$ cat src/rtl/shift_ctrl.sv
// Parallel-to-serial transmitter and serial-to-parallel receiver, MSB first, framed by s_frame.
// Optional even-parity bit per frame when SHIFT_CTRL_PARITY_EN is defined.
module shift_ctrl #(
  parameter int WIDTH        = 8,
  parameter int CLKS_PER_BIT = 1
) (
  input  logic             clk,
  input  logic             reset,
  input  logic [WIDTH-1:0] p_in,
  input  logic             p_valid,
  output logic             p_ready,
  output logic             s_out,
  output logic             s_frame,
  input  logic             s_in,
  input  logic             s_frame_in,
  output logic [WIDTH-1:0] p_out,
  output logic             p_out_valid,
  output logic             parity_err,
  output logic             busy
);

  localparam int               CNT_W     = $clog2(WIDTH + 2);
  localparam logic [7:0]       DIV_LAST  = 8'(CLKS_PER_BIT - 1);
  localparam logic [CNT_W-1:0] DATA_LAST = CNT_W'(WIDTH - 1);

`ifdef SHIFT_CTRL_PARITY_EN
  typedef enum logic [1:0] {TX_IDLE, TX_SHIFT, TX_PAR} tx_state_t;
  localparam logic [CNT_W-1:0] RX_LAST = CNT_W'(WIDTH);
`else
  typedef enum logic {TX_IDLE, TX_SHIFT} tx_state_t;
  localparam logic [CNT_W-1:0] RX_LAST = DATA_LAST;
`endif

  // RX_WAIT holds off re-arming until the sender drops its frame.
  typedef enum logic [1:0] {RX_IDLE, RX_RECV, RX_WAIT} rx_state_t;

  tx_state_t        tx_state;
  logic [WIDTH-1:0] tx_shreg;
  logic [CNT_W-1:0] tx_cnt;
  logic [7:0]       tx_div;
`ifdef SHIFT_CTRL_PARITY_EN
  logic             tx_par;
`endif

  rx_state_t        rx_state;
  logic [WIDTH-2:0] rx_shreg;
  logic [WIDTH-1:0] rx_next;
  logic [CNT_W-1:0] rx_cnt;
  logic [7:0]       rx_div;
`ifdef SHIFT_CTRL_PARITY_EN
  logic [WIDTH-1:0] rx_word;
`endif

  assign p_ready = (tx_state == TX_IDLE);
  assign busy    = (tx_state != TX_IDLE) || (rx_state != RX_IDLE);
  assign rx_next = {rx_shreg, s_in};

  // NOTE: reset is tested first so it overrides any handshake or frame seen in the same cycle.
  always_ff @(posedge clk) begin
    if (reset) begin
      tx_state <= TX_IDLE;
      tx_shreg <= '0;
      tx_cnt   <= '0;
      tx_div   <= '0;
      s_out    <= 1'b0;
      s_frame  <= 1'b0;
`ifdef SHIFT_CTRL_PARITY_EN
      tx_par   <= 1'b0;
`endif
    end else begin
      case (tx_state)
        TX_IDLE: begin
          if (p_valid) begin
            tx_shreg <= p_in;
            tx_cnt   <= '0;
            tx_div   <= '0;
            s_out    <= p_in[WIDTH-1];
            s_frame  <= 1'b1;
            tx_state <= TX_SHIFT;
`ifdef SHIFT_CTRL_PARITY_EN
            tx_par   <= ^p_in;
`endif
          end
        end
        TX_SHIFT: begin
          if (tx_div == DIV_LAST) begin
            tx_div   <= '0;
            tx_shreg <= {tx_shreg[WIDTH-2:0], tx_shreg[WIDTH-1]};
            if (tx_cnt == DATA_LAST) begin
              tx_cnt   <= '0;
`ifdef SHIFT_CTRL_PARITY_EN
              s_out    <= tx_par;
              tx_state <= TX_PAR;
`else
              s_out    <= 1'b0;
              s_frame  <= 1'b0;
              tx_state <= TX_IDLE;
`endif
            end else begin
              tx_cnt <= tx_cnt + 1'b1;
              s_out  <= tx_shreg[WIDTH-2];
            end
          end else begin
            tx_div <= tx_div + 1'b1;
          end
        end
`ifdef SHIFT_CTRL_PARITY_EN
        TX_PAR: begin
          if (tx_div == DIV_LAST) begin
            tx_div   <= '0;
            s_out    <= 1'b0;
            s_frame  <= 1'b0;
            tx_state <= TX_IDLE;
          end else begin
            tx_div <= tx_div + 1'b1;
          end
        end
`endif
        default: tx_state <= TX_IDLE;
      endcase
    end
  end

  always_ff @(posedge clk) begin
    if (reset) begin
      rx_state    <= RX_IDLE;
      rx_shreg    <= '0;
      rx_cnt      <= '0;
      rx_div      <= '0;
      p_out       <= '0;
      p_out_valid <= 1'b0;
      parity_err  <= 1'b0;
`ifdef SHIFT_CTRL_PARITY_EN
      rx_word     <= '0;
`endif
    end else begin
      // NOTE: strobes default low here; the later assignment in this block wins when a word completes.
      p_out_valid <= 1'b0;
      parity_err  <= 1'b0;
      if (!s_frame_in) begin
        rx_state <= RX_IDLE;
        rx_cnt   <= '0;
        rx_div   <= '0;
      end else if (rx_state != RX_WAIT) begin
        rx_state <= RX_RECV;
        if (rx_div == DIV_LAST) begin
          rx_div   <= '0;
          rx_shreg <= rx_next[WIDTH-2:0];
`ifdef SHIFT_CTRL_PARITY_EN
          if (rx_cnt == DATA_LAST) rx_word <= rx_next;
`endif
          if (rx_cnt == RX_LAST) begin
            rx_cnt      <= '0;
            rx_state    <= RX_WAIT;
            p_out_valid <= 1'b1;
`ifdef SHIFT_CTRL_PARITY_EN
            p_out       <= rx_word;
            parity_err  <= (^rx_word) ^ s_in;
`else
            p_out       <= rx_next;
`endif
          end else begin
            rx_cnt <= rx_cnt + 1'b1;
          end
        end else begin
          rx_div <= rx_div + 1'b1;
        end
      end
    end
  end

endmodule

$ cat config.mk
export PLATFORM = sky130hd
export DESIGN_NAME = shift_ctrl
export DESIGN_NICKNAME = d
export VERILOG_FILES = /design/src/rtl/shift_ctrl.sv
export SDC_FILE = /design/constraint.sdc
export NUM_CORES = 1
export LEC_CHECK = 0
export BUFFER_PORTS_ARGS = -buffer_cell sky130_fd_sc_hd__buf_4
export CORE_MARGIN = 1.5
export CORE_UTILIZATION = 45
export CTS_CLUSTER_SIZE = 16
export DETAILED_ROUTE_END_ITERATION = 12
export PLACE_DENSITY = 0.76
export SLEW_MARGIN = 15
export SYNTH_ARGS = -nofsm -noshare
export SYNTH_HDL_FRONTEND = slang
export SYNTH_SLANG_ARGS = --single-unit
$ cat constraint.sdc
create_clock -name clk -period 1.8 [get_ports clk]
set_input_delay 0.45 -clock clk [delete_from_list [all_inputs] [get_ports clk]]
set_output_delay 0.45 -clock clk [all_outputs]
set_load 0.05 [all_outputs]
# After elaboration in Yosys (flattened, before gate mapping)
# Cells that the tools add are included.
[word_totals] inputBits=13 elab_cells=64 reg_bits=53 out_inout_bits=14
[classes] mux=27 n_eq_ne=6 bitwise_logic=4 add_sub_neg=4 n_reduce_logical=11
[op_table] op="$mux 8" count=5
[op_table] op="$pmux 8 s2" count=2
[op_table] op="$add 8x1->8 const B" count=2
[op_table] op="$logic_not 8->1" count=2
[op_table] op="$mux 4" count=4
[op_table] op="$mux 1" count=10
[op_table] op="$add 4x1->4 const B" count=2
[op_table] op="$eq 4x3->1 const B" count=2
[op_table] op="$pmux 4 s2" count=1
[op_table] op="$pmux 1 s2" count=3
[op_table] op="$reduce_and 3->1" count=2
[op_table] op="$mux 2" count=2
[op_table] op="$ne 2x1->1 const B" count=2
[op_table] op="$ne 2x2->1 const B" count=2
[op_table] op="$not 1->1" count=4
[op_table] op="$reduce_and 2->1" count=2
[op_table] op="$reduce_and 4->1" count=1
[op_table] op="$reduce_or 4->1" count=1
[op_table] op="$reduce_bool 2->1" count=1
[op_table] op="$reduce_or 2->1" count=1
[op_table] op="$logic_or 1x1->1" count=1

# Logic depth before layout (Yosys ltp)
# Gate-level depths: netlist of the first run.
[depth] ltp_word=4 ltp_mapped=7 depth_no_buf=6

# Least setup slack after synthesis of the first run
# No wires, ideal clock.
[synth_timing] path_type="register to output" from="reg tx_state" to="out busy" arrival_time_ns=1.496 slack_ns=-0.146 path_stages_with_launch=4 n_path_buf=2 required_time_ns=1.350 path_cell_list="dfxtp_1 -> buf_1 -> clkbuf_1 -> or3_1"
[synth_between] elab_chain_cells=1
[synth_rtl] item="start, declared" line="37" rtl="tx_state_t tx_state;"
[synth_rtl] item="start signal, assigned" line="61" rtl="tx_state <= TX_IDLE;"
[synth_rtl] item="start signal, assigned" line="79" rtl="tx_state <= TX_SHIFT;"
[synth_rtl] item="start signal, assigned" line="97" rtl="tx_state <= TX_IDLE;"
[synth_rtl] item="$logic_or 1x1->1" line="55" rtl="assign busy = (tx_state != TX_IDLE) || (rx_state != RX_IDLE);"
[synth_rtl] item="end, declared" line="19" rtl="output logic busy"
# Every way passes these cells.

# Worst setup path in the final report of the first run
[layout_timing] from="reg tx_div[1]" to="reg tx_cnt[3]"
[layout_between] elab_chain_cells=3
[layout_rtl] item="start, declared" line="40" rtl="logic [7:0] tx_div;"
[layout_rtl] item="start signal, assigned" line="104" rtl="tx_div <= tx_div + 1'b1;"
[layout_rtl] item="$logic_not 8->1" line="86" rtl="if (tx_div == DIV_LAST) begin"
[layout_rtl] item="$ne 2x1->1 (no source line)"
[layout_rtl] item="$reduce_and 2->1 (no source line)"
[layout_rtl] item="end signal, assigned" line="100" rtl="tx_cnt <= tx_cnt + 1'b1;"
[layout_rtl] item="end, declared" line="39" rtl="logic [CNT_W-1:0] tx_cnt;"
# Every way passes these cells.
# A chain may end at the register's enable or synchronous reset.

==> results of run 1 <==
-- metal layers --
metal,routed length (µm),track usage [%]
met5,0,0
met3,175,4.23
met4,36,6.15
met1,2230,21.9
met2,2290,30.2
-- through the flow --
stage	cell area [µm²]	util [%]	instances	setup slack, ps	total power (µW)
3_5_place_dp	2730	53.9	372	-57.0	1550
2_1_floorplan	2380	-	273	10.9	1460
6_report	2910	57.3	384	-19.7	2220
3_3_place_gp	2730	53.9	372	23.3	1540
4_1_cts	2870	56.5	382	-20.1	2230
5_1_grt	2910	57.3	384	-92.4	2330
-- worst min-delay path, delay by kind of cell --
family,cells,cell delay [ps]
buf+inv,1,110
simple gates,1,60
compound gates,1,60
-- Yosys cell counts, drive strengths merged (2+ instances only) --
master,instances
or4,2
xor2,4
and3,4
ha,6
nand3b,3
nand4,5
nand3,20
and2,2
nand2,11
nor4b,2
o31a,2
a21oi,29
nor3,10
a211oi,10
o21ai,19
clkbuf,10
or3,9
mux2i,15
nor2b,3
nand2b,5
or4b,2
nor2,27
buf,5
inv,5
a31oi,2
dfxtp,53
-- path summary, 6_finish.rpt --
| kind | from | endpoint | slack [ps] | depth (start not counted) |
|---|---|---|---|---|
| worst max register to register | tx_div[1] | tx_cnt[3] | -20 | 6 |
| worst min-delay path | s_in | p_out[0] | 410 | 3 |
| worst min register to register | rx_shreg[6] | p_out[7] | 470 | 2 |
| worst max-delay path | tx_div[1] | tx_cnt[3] | -20 | 6 |
-- sequential cells by signal, summed over array words and instances, names as in the netlist, 2 cells and up --
register and count:
rx_div 8, p_out 8, tx_div 8, rx_cnt 4, tx_shreg 8, rx_state 2, rx_shreg 7, tx_cnt 4
-- power groups by stage --
stage | Sequential, µW | Combinational [µW] | Clock [µW]
detailed placement | 1270 | 280 | 0
finish | 1240 | 297 | 686
CTS | 1240 | 287 | 706
global route | 1250 | 327 | 757
floorplan | 1280 | 176 | 0
global placement | 1260 | 272 | 0
-- area by class of cell --
type,count,area (µm²)
clock buffer,5,68.8
clock inverter,3,25.0
fill,462,2170
inverter,5,18.8
multi-input combinational,200,1270
sequential,53,1060
tap,70,87.6
timing repair buffer,48,369
-- repair_timing --
action,CTS,global route
gates cloned,0,1
endpoints found under the hold margin,0,0
pin swaps,1,1
buffers inserted,2,1
setup endpoints to repair,13,35
gates resized for setup,6,6
-- cell families (layout without fill, tap and decap cells) --
family	Yosys count	after routing	synth area share (%)
compound gates	67	67	16.4
xor+xnor	5	5	1.85
fa+ha+maj	6	6	3.17
buf+inv	20	61	3.39
flops	53	53	44.9
mux	15	15	6.35
other cells	1	1	0.159
simple gates	106	106	23.8
==> reports/qor.yml, run 1 <==
p_int_uw: 1620
hold_viol_final: 0
cts_root_buffer: "clkbuf_8"
clock.fmax_ghz: 0.550
critPathLaunchType: "flip-flop"
diodes: 0
synth_area_leaders: "dfxtp_1 (45%), mux2i_1 (6.3%), a21oi_1 (6.1%)"
hold_class: "in2reg"
critical_path_peak_fanout: 3
fin_crit_sh_pct: 101
synth_top_area_cell: "dfxtp_1"
grt_use_total_pct: 17.7
drt-initial-drc-count: 74
finalSetupTns_ps: -19.7
switching_power_uw: 604
overflow: 0
cts-hold-fix-buffers: 0
finalSetupViolations: 1
p_seq_share_pct: 55.8
path_class: "reg2reg"
synth_flop_cell: "dfxtp_1"
synth_cell_types: 40
whs_ps: 411
pwr-share-clk_pct: 30.8
grt_max_degree: 29
hpwl_um: 3320
ioPinCount: 27
syn-mean-instance-area_um2: 8.66
failed_checks: "setup timing"
fin_nets: 332
cts_buffer_depth: 2
synth_top_area_share_pct: 44.9
worstPathRequired_ps: 2050
ys_ff_latch: 53
path_clk_slew_ps: 100
status: "finished, violations left"
die-area_mm2: 0.00570
p_per_area_mw_per_mm2: 765
sw_frac_of_total_pct: 27.2
syn_nets: 292
via_per_inst: 5.43
cts.sinks: 53
cpMaxStageDelayCell: "or4b_4"
die_width_um: 75.5
mostFrequentLayoutCells: "dfxtp_1 (51), buf_4 (44), a21oi_1 (29), nor2_1 (27), nand3_1 (20)"
syn_inst: 273
seq_area_frac_synth_pct: 44.9
dr.pass1.iters: 4
syn_area_mm2: 0.00236
cts_tree: "built"
mostFrequentLayoutCell: "dfxtp_1"
path_buf_inv: 1
design.core.area_mm2: 0.00507
fin_crit_ps: 1820
yosysWarnings: 0
htree_levels: 2
grt_pass1_wl_um: 7900
drcViolationCount: 0
crit_arrival_ps: 2070
rows: 26
setup_ws_ps: -19.7
slew_violations: 0
fin_skew_ps: 11.1
place_congestion: 0.874
start_util_pct: 46.6
cap_violations: 0
power_frac_comb_pct: 13.4
rsz0062_at_grt: "true"
ir_drop_mv: 0.369
crit_chain: "inv_2 -> ha_4 -> or4b_4 -> o21a_1 -> or4_1 -> a21oi_1"
grt_pass1_vias: 1856
cellLeakagePower_uw: 0.00114
async_flop_share_pct: 0
vias: 2084
antenna_found_initial: 0
cts_buffers: 5
max_stage_delay_ps: 490
cp-end-kind: "flip-flop"
port_buffers: 25
cp_top_family: "simple AND/OR/NAND/NOR gates"
ant_nets: 0
drive_gt1_share_pct: 22.3
area_growth_pct: 22.9
wl_per_cell_um: 12.3
synth_edf_count: 0
die_h_um: 75.5
wirelength_um: 4740
clkLatencyLatePin_ps: 310
Power figures use the tool's default switching activity.
==> inputs of run 2 (changes only) <==
- ABC_AREA: default -> 1
- GPL_TIMING_DRIVEN: default -> 0
- PLACE_DENSITY: 0.76 -> 0.75
- SKIP_CTS_REPAIR_TIMING: default -> 1
==> run 2 against run 1 <==
Compared with the run above:
- clock skew down 4.5 ps
- sequential power is essentially flat
- final area rose by 3.7%
- maximum frequency increased by 8.9%
- synthesized cell count grew 33%
- critical path type is now reg2out
- critical path depth fell by 2
- die area rose by 9.3%
- synthesized area grew 9.7%
- sequential share of layout area decreased by 1.4 points
- the flow now finishes without violations
- global-route usage decreased by 0.47 points
==> reports/qor.yml, run 2 <==
fin_crit_sh_pct: 92.8
cap_violations: 0
hold_class: "in2reg"
path_class: "reg2out"
cts.sinks: 53
hpwl_um: 3610
path_buf_inv: 3
synth_edf_count: 0
dr.pass1.iters: 4
met1_usage_pct: 21.7
p_seq_share_pct: 50.7
synth_cell_types: 33
pwr-share-clk_pct: 38.6
syn-mean-instance-area_um2: 7.13
fin_nets: 415
cts_buffers: 5
rsz0062_at_grt: "false"
clock.fmax_ghz: 0.599
critical_path_peak_fanout: 10
synth_top_area_cell: "dfxtp_1"
design.core.area_mm2: 0.00554
drive_gt1_share_pct: 17.4
sw_frac_of_total_pct: 23.6
finalSetupViolations: 0
cellLeakagePower_uw: 0.00141
final_util_pct: 54.4
critPathLaunchType: "flip-flop"
critical_path_depth: 4
crit_arrival_ps: 1220
area_growth_pct: 16.2
switching_power_uw: 574
mostFrequentLayoutCell: "nand2_1"
synth_most_common_cell: "nand2_1"
top_usage_layer: "met2"
cts_root_buffer: "clkbuf_8"
worstMarginPinSlew_ps: 546
ioPinCount: 27
die_h_um: 78.9
grt.met2_usage_pct: 29.3
fin_cells: 469
max_stage_delay_ps: 360
p_int_uw: 1860
synth_area_leaders: "dfxtp_1 (41%), nand2_1 (13%), nor2_1 (10%)"
die_width_um: 78.9
synth_commonest_cells: "nand2_1 (87), nor2_1 (69), dfxtp_1 (53), inv_1 (32), nand3_1 (19)"
dp.cells: 461
placed_area_mm2: 0.00288
synth_top_area_share_pct: 40.9
grt_pass1_vias: 2036
syn_inst: 364
crit_chain: "buf_4 -> inv_4 -> nand3_2 -> buf_4"
status: "finished clean"
max-slew-margin-rel_pct: 63.6
fillCellCount: 534
async_flop_share_pct: 0
p_per_area_mw_per_mm2: 808
cp-end-kind: "primary output"
start_util_pct: 46.8
overflow: 0
wl_per_cell_um: 10.6
cpMaxStageDelayCell: "dfxtp_1"
multi_input_area_mm2: 0.00132
cp_top_family: "buffers and inverters"
power_frac_comb_pct: 10.7
cts_tree: "built"
die-area_mm2: 0.00623
cts_buffer_depth: 2
worstPathRequired_ps: 1350
path_clk_slew_ps: 90
via_per_inst: 4.81
antenna_found_initial: 0
syn_nets: 383
ant_nets: 0
port_buffers: 25
use_met3_pct: 3.10
drt-initial-drc-count: 121
finalSetupTns_ps: 0
ir_drop_mv: 0.412
syn_area_mm2: 0.00259
seq_area_frac_synth_pct: 40.9
mostFrequentLayoutCells: "nand2_1 (87), nor2_1 (69), dfxtp_1 (53), inv_1 (32), buf_4 (27)"
fin_skew_ps: 6.56
slew_violations: 0
yosysWarnings: 0
vias: 2255
fin_area_mm2: 0.00301
htree_levels: 2
rrSetupSlack_ps: 330
grt_max_degree: 17
hold_path_depth: 2
clkLatencyLatePin_ps: 300
wirelength_um: 4980
fin_crit_ps: 1670
ys_ff_latch: 53
synth_flop_cell: "dfxtp_1"
reg2reg_depth: 10
place_congestion: 0.859
whs_ps: 330
diodes: 0
rows: 27
hold_viol_final: 0
cpMostUsedCell: "buf_4"
grt_use_total_pct: 17.2
seq_area_mm2: 0.00106
drcViolationCount: 0
grt_pass1_wl_um: 8700
[run 2: layer usage]
metal	part of all wire (%)	wire, µm
met1	49	2430
met2	47	2360
met3	2.4	120
met4	1.2	62
met5	0	0
[run 2: worst paths after layout]
path / start / to
setup / recovery: tx_state / busy
hold / removal: reset / tx_state
hold reg to reg: rx_shreg[4] / rx_shreg[4]
setup reg to reg: tx_div[0] / tx_div[5]
[run 2: stage by stage]
stage	setup slack [ps]	total power (µW)
2_1_floorplan	295	1450
3_3_place_gp	268	1520
3_5_place_dp	271	1520
4_1_cts	5.79	2460
5_1_grt	59.1	2530
6_report	130	2430
[run 2: cell families (layout without fill, tap and decap cells)]
| kind of cell | after synthesis | in the layout | synth area share (%) |
|---|---|---|---|
| AOI/OAI and AO/OA | 41 | 41 | 8.64 |
| xor gates and xnor gates | 6 | 6 | 2.03 |
| adders and majority gates | 6 | 6 | 2.89 |
| buffers and inverters | 50 | 83 | 8.49 |
| DFF | 53 | 53 | 40.9 |
| other | 1 | 1 | 0.145 |
| and+or+nand+nor | 207 | 207 | 36.9 |
[run 2: layout make-up]
class                      instances  share of cell area [%]
timing repair buffer              25                    6.23
sequential                        53                    35.2
buffer                            10                    2.33
multi-input combinational        261                    43.7
clock buffer                       5                    2.28
tap                               72                    2.99
inverter                          40                    5.07
clock inverter                     3                    2.16
[run 2: power by group through the flow]
stage,logic (µW),registers (µW),clock network (µW)
2_1_floorplan,174,1270,0
3_3_place_gp,257,1260,0
3_5_place_dp,259,1260,0
4_1_cts,261,1230,968
5_1_grt,289,1240,1000
6_report,261,1230,940
==> inputs of run 3 (changes only) <==
==> constraint.sdc (replaced) <==
create_clock -name clk -period 1.8 [get_ports clk]
set_input_delay 0.09 -clock clk [delete_from_list [all_inputs] [get_ports clk]]
set_output_delay 0.09 -clock clk [all_outputs]
set_load 0.05 [all_outputs]
==> run 3 against run 2 <==
Compared with the run above:
- final cell count increased by 0.21%
- clock power shrank 24%
- hold slack got worse by 270 ps
- total power fell by 9.4%
- highest routed layer unchanged
- global-route usage rose by 0.50 points
- non-clock buffer count increased by 1
- flip-flop and latch count unchanged
- sequential power is essentially flat
- maximum frequency increased by 0.73%
==> reports/qor.yml, run 3 (same netlist as run 2, synthesis figures left out) <==
clkLatencyLatePin_ps: 320
clock.fmax_ghz: 0.603
die_width_um: 78.9
via_per_inst: 4.83
hpwl_um: 3690
mostFrequentLayoutCell: "nand2_1"
worstMarginPinSlew_ps: 587
cts_tree: "built"
slew_violations: 0
grt_max_degree: 19
design.core.area_mm2: 0.00554
cts_buffer_depth: 2
vias: 2271
dr.pass1.iters: 4
grt_pass1_vias: 2059
status: "finished clean"
port_buffers: 25
area_growth_pct: 14.7
top_usage_layer: "met2"
finalSetupViolations: 0
placed_area_mm2: 0.00287
cellLeakagePower_uw: 0.00139
wirelength_um: 5090
critical_path_peak_fanout: 10
totalPowerFinal_uw: 2210
max-slew-margin-rel_pct: 60.9
die-area_mm2: 0.00623
use_met3_pct: 3.79
cp-end-kind: "primary output"
p_per_area_mw_per_mm2: 741
place_congestion: 0.837
fin_crit_sh_pct: 92.1
hold_class: "in2reg"
cts_buffers: 5
ir_drop_mv: 0.380
rsz0062_at_grt: "false"
fillCellCount: 552
antenna_found_initial: 0
grt_pass1_wl_um: 8880
grt.met2_usage_pct: 30.1
start_util_pct: 46.8
ioPinCount: 27
rows: 27
cts.sinks: 53
path_clk_slew_ps: 100
finalSetupTns_ps: 0
crit_arrival_ps: 1570
fin_nets: 416
fin_crit_ps: 1660
drt-initial-drc-count: 133
mostFrequentLayoutCells: "nand2_1 (87), nor2_1 (69), dfxtp_1 (53), inv_1 (32), buf_4 (27)"
diodes: 0
cts_root_buffer: "clkbuf_8"
cap_violations: 0
worstPathRequired_ps: 1710
htree_levels: 2
drive_gt1_share_pct: 16.8
critPathLaunchType: "flip-flop"
fin_area_mm2: 0.00298
overflow: 0
drcViolationCount: 0
die_h_um: 78.9
fin_skew_ps: 13.7
grt_use_total_pct: 17.7
hold_viol_final: 0
path_class: "reg2out"
met1_usage_pct: 22.6
wl_per_cell_um: 10.8
ant_nets: 0
## run 3: changes by cell type in the layout (fill, tap and decap cells not counted), sizes merged
cell and change:
bufinv -2, clkinv +1, clkinvlp +1, dlygate4sd3 +1
## run 3: power breakdown
part	switching (µW)	internal [µW]	leakage [µW]
sequential	20.9	1210	0.000432
combinational	163	95.5	0.000909
clock	430	282	0.0000447
total	615	1590	0.00139
## run 3: layout make-up
class	instances	area, µm²	area share (%)
multi-input combinational	261	1310	44.1
sequential	53	1060	35.7
timing repair buffer	26	198	6.64
inverter	40	150	5.05
tap	72	90.1	3.03
buffer	10	70.1	2.35
clock buffer	5	68.8	2.31
clock inverter	3	25.0	0.841
## run 3: final timing paths
kind	from	endpoint	slack [ps]	cells past startpoint
max	tx_state	busy	140	4
min	p_valid	s_frame	60	3
max reg2reg	tx_cnt[0]	s_frame	320	6
min reg2reg	rx_shreg[4]	rx_shreg[4]	480	2
## run 3: layer usage
layer	wire (µm)	part of all wire, %
met1	2460	48
met3	177	3.5
met4	63	1.2
met5	0	0
met2	2390	47
## run 3: metrics by stage
stage	hold WS (ps)	util, %	setup WS, ps	cells
after floorplan	159	-	179	364
after global placement	291	51.8	368	461
after detailed placement	294	51.8	350	461
after CTS	-52.3	53.5	107	469
after global routing	83.7	53.7	3.10	470
final	63.1	53.7	142	470
## run 3: critical path, stage by stage (launching register included)
cell and delay, ps:
dfxtp_1 360, buf_4 190, clkinv_1 280, nand3_1 210, buf_4 210
